<file path="src/rtl/retire_trace_buffer.sv">
// Retirement monitor: classifies each retiring instruction, stamps it with
// instruction/cycle numbers and queues it in a first-word-fall-through FIFO.
module retire_trace_buffer #(
  parameter int DEPTH = 8,
  parameter int AW    = 3
) (
  input  logic          clk,
  input  logic          rst,
  input  logic          en,
  input  logic [15:0]   pc,
  input  logic          reg_write,
  input  logic [2:0]    write_reg,
  input  logic [15:0]   write_data,
  input  logic          mem_read,
  input  logic          mem_write,
  input  logic [15:0]   mem_addr,
  input  logic [15:0]   mem_data,
  input  logic          halt,
  output logic          out_valid,
  input  logic          out_ready,
  output logic [2:0]    out_type,
  output logic [15:0]   out_inum,
  output logic [15:0]   out_cycle,
  output logic [15:0]   out_pc,
  output logic [2:0]    out_reg,
  output logic [15:0]   out_wdata,
  output logic [15:0]   out_addr,
  output logic [15:0]   out_mdata,
  output logic          overflow,
  output logic [7:0]    drop_count,
  output logic          done,
  output logic [AW:0]   count
);

  localparam logic [2:0] T_NOP  = 3'd0;
  localparam logic [2:0] T_ALU  = 3'd1;
  localparam logic [2:0] T_LD   = 3'd2;
  localparam logic [2:0] T_ST   = 3'd3;
  localparam logic [2:0] T_STU  = 3'd4;
  localparam logic [2:0] T_HALT = 3'd5;

  typedef enum logic [1:0] {S_RUN, S_HALT_PEND, S_HALTED, S_DONE} stateT;

  typedef struct packed {
    logic [2:0]  kind;
    logic [15:0] inum;
    logic [15:0] cycle;
    logic [15:0] pc;
    logic [2:0]  rd;
    logic [15:0] wdata;
    logic [15:0] addr;
    logic [15:0] mdata;
  } recT;

  stateT         stateReg, stateNext;
  logic [15:0]   cycleCtr, inumCtr;
  logic [AW-1:0] headPtr, tailPtr;
  logic [AW:0]   countReg;
  logic          overflowReg;
  logic [7:0]    dropReg;
  recT           pendReg;
  recT           mem [DEPTH];

  recT           newRec, pushRec, headRec;
  logic          capture, full, pop, roomFree, push, dropNow, holdHalt;

  always_comb begin
    newRec       = '0;
    newRec.inum  = inumCtr;
    newRec.cycle = cycleCtr;
    newRec.pc    = pc;
    if (halt) begin
      newRec.kind = T_HALT;
    end else if (reg_write && mem_write) begin
      newRec.kind  = T_STU;
      newRec.rd    = write_reg;
      newRec.wdata = write_data;
      newRec.addr  = mem_addr;
      newRec.mdata = mem_data;
    end else if (reg_write && mem_read) begin
      newRec.kind  = T_LD;
      newRec.rd    = write_reg;
      newRec.wdata = write_data;
      newRec.addr  = mem_addr;
    end else if (reg_write) begin
      newRec.kind  = T_ALU;
      newRec.rd    = write_reg;
      newRec.wdata = write_data;
    end else if (mem_write) begin
      newRec.kind  = T_ST;
      newRec.addr  = mem_addr;
      newRec.mdata = mem_data;
    end else begin
      newRec.kind  = T_NOP;
    end
  end

  assign headRec  = mem[headPtr];
  assign full     = (countReg == (AW+1)'(DEPTH));
  assign pop      = (countReg != '0) && out_ready;
  // A slot freed by this cycle's pop is reusable by this cycle's push.
  assign roomFree = !full || pop;
  assign capture  = en && (stateReg == S_RUN);

  always_comb begin
    stateNext = stateReg;
    pushRec   = newRec;
    push      = 1'b0;
    dropNow   = 1'b0;
    holdHalt  = 1'b0;
    case (stateReg)
      S_RUN: begin
        if (capture) begin
          if (roomFree) begin
            push = 1'b1;
            if (newRec.kind == T_HALT) stateNext = S_HALTED;
          end else if (newRec.kind == T_HALT) begin
            holdHalt  = 1'b1;
            stateNext = S_HALT_PEND;
          end else begin
            dropNow = 1'b1;
          end
        end
      end
      S_HALT_PEND: begin
        pushRec = pendReg;
        if (roomFree) begin
          push      = 1'b1;
          stateNext = S_HALTED;
        end
      end
      S_HALTED: begin
        if (pop && headRec.kind == T_HALT) stateNext = S_DONE;
      end
      default: stateNext = stateReg;
    endcase
  end

  always_ff @(posedge clk or posedge rst) begin
    if (rst) begin
      stateReg    <= S_RUN;
      cycleCtr    <= '0;
      inumCtr     <= '0;
      headPtr     <= '0;
      tailPtr     <= '0;
      countReg    <= '0;
      overflowReg <= 1'b0;
      dropReg     <= '0;
      pendReg     <= '0;
    end else begin
      stateReg <= stateNext;
      cycleCtr <= cycleCtr + 16'd1;
      if (capture) inumCtr <= inumCtr + 16'd1;
      if (push) tailPtr <= tailPtr + AW'(1);
      if (pop)  headPtr <= headPtr + AW'(1);
      case ({push, pop})
        2'b10:   countReg <= countReg + (AW+1)'(1);
        2'b01:   countReg <= countReg - (AW+1)'(1);
        default: countReg <= countReg;
      endcase
      if (dropNow) begin
        overflowReg <= 1'b1;
        if (dropReg != 8'hFF) dropReg <= dropReg + 8'd1;
      end
      if (holdHalt) pendReg <= newRec;
    end
  end

  // Storage carries no reset; stale entries are hidden by the output gating.
  always_ff @(posedge clk) begin
    if (push) mem[tailPtr] <= pushRec;
  end

  recT outRec;
  assign outRec     = (countReg != '0) ? headRec : '0;
  assign out_valid  = (countReg != '0);
  assign out_type   = outRec.kind;
  assign out_inum   = outRec.inum;
  assign out_cycle  = outRec.cycle;
  assign out_pc     = outRec.pc;
  assign out_reg    = outRec.rd;
  assign out_wdata  = outRec.wdata;
  assign out_addr   = outRec.addr;
  assign out_mdata  = outRec.mdata;
  assign overflow   = overflowReg;
  assign drop_count = dropReg;
  assign done       = (stateReg == S_DONE);
  assign count      = countReg;

endmodule

</file>
<file path="config.mk">
export PLATFORM = sky130hd
export DESIGN_NAME = retire_trace_buffer
export DESIGN_NICKNAME = d
export VERILOG_FILES = /design/src/rtl/retire_trace_buffer.sv
export SDC_FILE = /design/constraint.sdc
export NUM_CORES = 1
export LEC_CHECK = 0
export CORE_MARGIN = 2
export CORE_UTILIZATION = 30
export CTS_CLUSTER_DIAMETER = 80
export DETAILED_ROUTE_END_ITERATION = 8
export HOLD_SLACK_MARGIN = 0.03
export PLACE_DENSITY = 0.48
export SLEW_MARGIN = 20
export SYNTH_ARGS = -nofsm -noshare
export SYNTH_HDL_FRONTEND = slang
export SYNTH_SLANG_ARGS = --single-unit
</file>
<file path="constraint.sdc">
create_clock -name clk -period 10.2 [get_ports clk]
set_input_delay 2.55 -clock clk [delete_from_list [all_inputs] [get_ports clk]]
set_output_delay 2.55 -clock clk [all_outputs]
set_load 0.03 [all_outputs]
</file>
==> results by group <==
Routing
  – Drt pass-1 iters: 5
  – Via count: 18400
  – Residual DRC: 0
  – Drt wl/cell: 24.0 um
  – WL met1: about 42000 um
  – DRT antenna net count: 0
  – DR iter-0 viols: 1388
  – Final WL: 92300 um
  – Max layer used: met5
  – Met2 WL: 44500 um
  – Via density: about 4.8
  – Detail Route met3 WL: around 3800 um

Worst setup path
  – Critical Path RT: 7.65 ns
  – CP Data Arrival Time: 4.01 ns
  – CP startpoint kind: register
  – Worst Path Max Fanout: 41
  – CP Capture Type: primary output
  – Crit Path Class: register to primary output

Clock network
  – # clock sinks: 971
  – CTS HTree Levels: 3
  – Worst-path clk slew: 0.06 ns
  – CTS Buf Count: 105
  – Post-CTS Setup Bufs: 0
  – TritonCTS clock tree: built
  – Root Driver: clkbuf_16
  – Worst skew pair latency: 0.68 ns
  – Hold buffers post-CTS: 0
  – Clk buf depth: 3
  – PostCTS Resize Cnt: 0

Pwr
  – PwrDens: between 200 and 300 nW/um^2
  – Total Power: 0.0116 W
  – Leak: 15.1 nW
  – Max IR drop VDD: 183 uV

Flow run
  – Max Cap Violations: 0

Timing
  – Fmax: 0.152 GHz
  – Fin. Hold Viols: 0
  – Clock Skews: 0.0173 ns
  – RSZ-0062 raised after global routing: no
  – Relative slew slack: 0.262
  – Final setup fails: 0
  – Final Cycle Share: 0.643
  – Setup_tns: 0 ns
  – Slew @ Worst Pin: 1.11 ns
  – Count of pins over their slew limit: 0
  – Crit path time final: 6.56 ns

Place
  – Placed Instances: 3643
  – Port Buf Inserts: 191
  – Gpl congestion: 0.701
  – Post-DP HPWL: 50500 um

Floorplan
  – Core area: 126000 sq um
  – Die height: 360 um
  – # rows: 130
  – Die width: 360 um
  – Initial core utilization: 0.303
  – Die area: around 130000 sq um
  – I/O pin cnt: 192

Cells and area
  – Fin cells: 3845
  – Synth-to-Final Area Change: 19.7%
  – Fin nets: 2188
  – Fraction of layout cells with a size suffix above 1: 0.235
  – Fillcell total: 11600

Synthesis
  – Post-Syn Area: 38000 sq um
  – Netlist cell types: between 40 and 50
  – Yosys warning total: 0
  – Top post-synthesis cells by area: edfxtp_1, mux4_2, dfrtp_1, mux2i_1, mux2_2
  – Seq/Total Area, Yosys: 0.746
  – Seq cells post-synth: roughly 970
  – Synthesized area per cell: 20.3 sq um
  – Main synth FF type: edfxtp_1
  – Gate count after technology mapping: approximately 1900
  – Post-synth top area cell: edfxtp_1
  – Fraction of registers with async set or reset after synthesis: 0.160
  – Mapped Nets: between 1500 and 2000
  – EDFF count, synth: 816
  – Synth top area share: 0.644

Global route
  – Vias in the first global route: 20300
  – Global-route wire length before repair: ~140000 um
  – Initial antenna violation count: 5
  – Total grt overflow: 0
  – Largest net degree at the start of global routing: 123
  – GRT Util Overall: 0.142

Hold path
  – Worst hold path class: register to register

Run status
  – Result of the run: finished, final reports clean
==> final timing paths <==
kind | startpoint | end | slack, ns | cells past startpoint
worst max-delay path | headPtr[2]$_DFFE_PP0P_ | out_type[1] | 3.64 | 5
worst min-delay path | pendReg[101]$_DFFE_PP0P_ | pendReg[101]$_DFFE_PP0P_ | 0.46 | 1
worst max register to register | stateReg[1]$_DFFE_PP0P_ | mem[1][101]$_DFFE_PP_ | 5.83 | 8
worst min register to register | pendReg[101]$_DFFE_PP0P_ | pendReg[101]$_DFFE_PP0P_ | 0.46 | 1
max in group asynchronous | rst | pendReg[49]$_DFFE_PP0P_ | 6.27 | 3
min in group asynchronous | rst | pendReg[58]$_DFFE_PP0P_ | 2.31 | 2
==> per-layer routing <==
| layer | up-vias | track usage |
|---|---|---|
| li1 | 7961 | - |
| met1 | 9890 | 0.197 |
| met2 | 387 | 0.233 |
| met3 | 118 | 0.0232 |
| met4 | 2 | 0.0372 |
| met5 | - | 0 |
==> cells in the mapped netlist (all sizes together), types with 2 or more instances <==
cell type / count
mux2: 98
dfrtp: 155
nor2: 118
nand2b: 7
o21ai: 4
or2: 3
a21oi: 7
nand2: 32
and4: 4
clkbuf: 51
a22o: 51
nand3: 10
ha: 12
and2: 54
nor3: 5
mux4: 204
inv: 11
nor3b: 2
nand4: 13
buf: 49
edfxtp: 816
xor2: 13
mux2i: 104
nand3b: 2
nor2b: 2
and3: 4
xnor2: 31
==> flip-flops by register name (all words and copies together) (netlist names) <==
name	cells
count	4
cycleCtr	16
drop_count	8
headPtr	3
inumCtr	16
mem	816
overflow	1
pendReg	102
stateReg	2
tailPtr	3
==> placed cells by master (no fill, tap or decap), types with 3 or more instances in the layout <==
cell type / count
a21oi_1: 7
a22o_1: 51
and2_1: 54
and3_1: 4
and4_1: 4
buf_12: 5
buf_4: 26
bufinv_16: 9
clkbuf_1: 28
clkbuf_16: 107
clkbuf_8: 11
clkdlybuf4s50_1: 191
clkinv_1: 10
clkinv_2: 21
clkinvlp_4: 5
dfrtp_1: 152
dfrtp_4: 3
edfxtp_1: 816
ha_1: 11
inv_1: 10
inv_6: 5
mux2_2: 72
mux2_4: 26
mux2i_1: 104
mux4_2: 204
nand2_1: 31
nand2b_1: 7
nand3_1: 10
nand4_1: 13
nor2_1: 111
nor2_4: 7
o21ai_0: 4
xnor2_1: 31
xor2_1: 13
==> worst max-delay path, cell delays in order, from the launching register on <==
cell	delay, ns
dfrtp_4	0.97
buf_4	0.73
mux4_2	0.40
mux2i_1	0.47
nor2_1	0.08
clkdlybuf4s50_1	0.63
==> power breakdown <==
| group | internal, W | total [W] | switching, W |
|---|---|---|---|
| Clock | 0.00224 | 0.00380 | 0.00156 |
| Combinational | 0.00146 | 0.00336 | 0.00190 |
| Sequential | 0.00430 | 0.00439 | 0.0000936 |
==> kinds of logic after synthesis <==
logic type               Yosys count  share of synthesized area
multiplexers                     406                      0.180
AND/OR/NAND/NOR                  259                     0.0328
flip-flops                       971                      0.746
AO/OA/AOI/OAI                     68                     0.0144
buffers and inverters            111                     0.0128
adder cells (fa/ha/maj)           12                    0.00395
XOR/XNOR                          44                     0.0101
==> per-stage QoR <==
step / worst slack, ns / hold WS [ns] / util / cell area, sq um
6_report: 3.64 / 0.464 / 0.362 / 45500
5_1_grt: 3.39 / 0.478 / 0.362 / 45500
4_1_cts: 3.41 / 0.469 / 0.362 / 45500
3_5_place_dp: 3.46 / 0.455 / 0.334 / 42000
3_3_place_gp: 3.44 / 0.450 / 0.334 / 42000
2_1_floorplan: 1.98 / 0.435 / - / 38000
==> cell type report <==
| type | instances | area (sq um) | area share |
|---|---|---|---|
| Timing Repair Buffer | 223 | 2230 | 0.0491 |
| Tap cell | 1650 | 2060 | 0.0454 |
| Sequential cell | 971 | 28400 | 0.624 |
| Inverter | 11 | 48.8 | 0.00107 |
| Clock inverter | 54 | 558 | 0.0123 |
| Multi-Input combinational cell | 789 | 9280 | 0.204 |
| Clock buffer | 146 | 2930 | 0.0645 |
| Antenna cell | 1 | 2.50 | 0.0000550 |
Power figures use the tool's default switching activity.
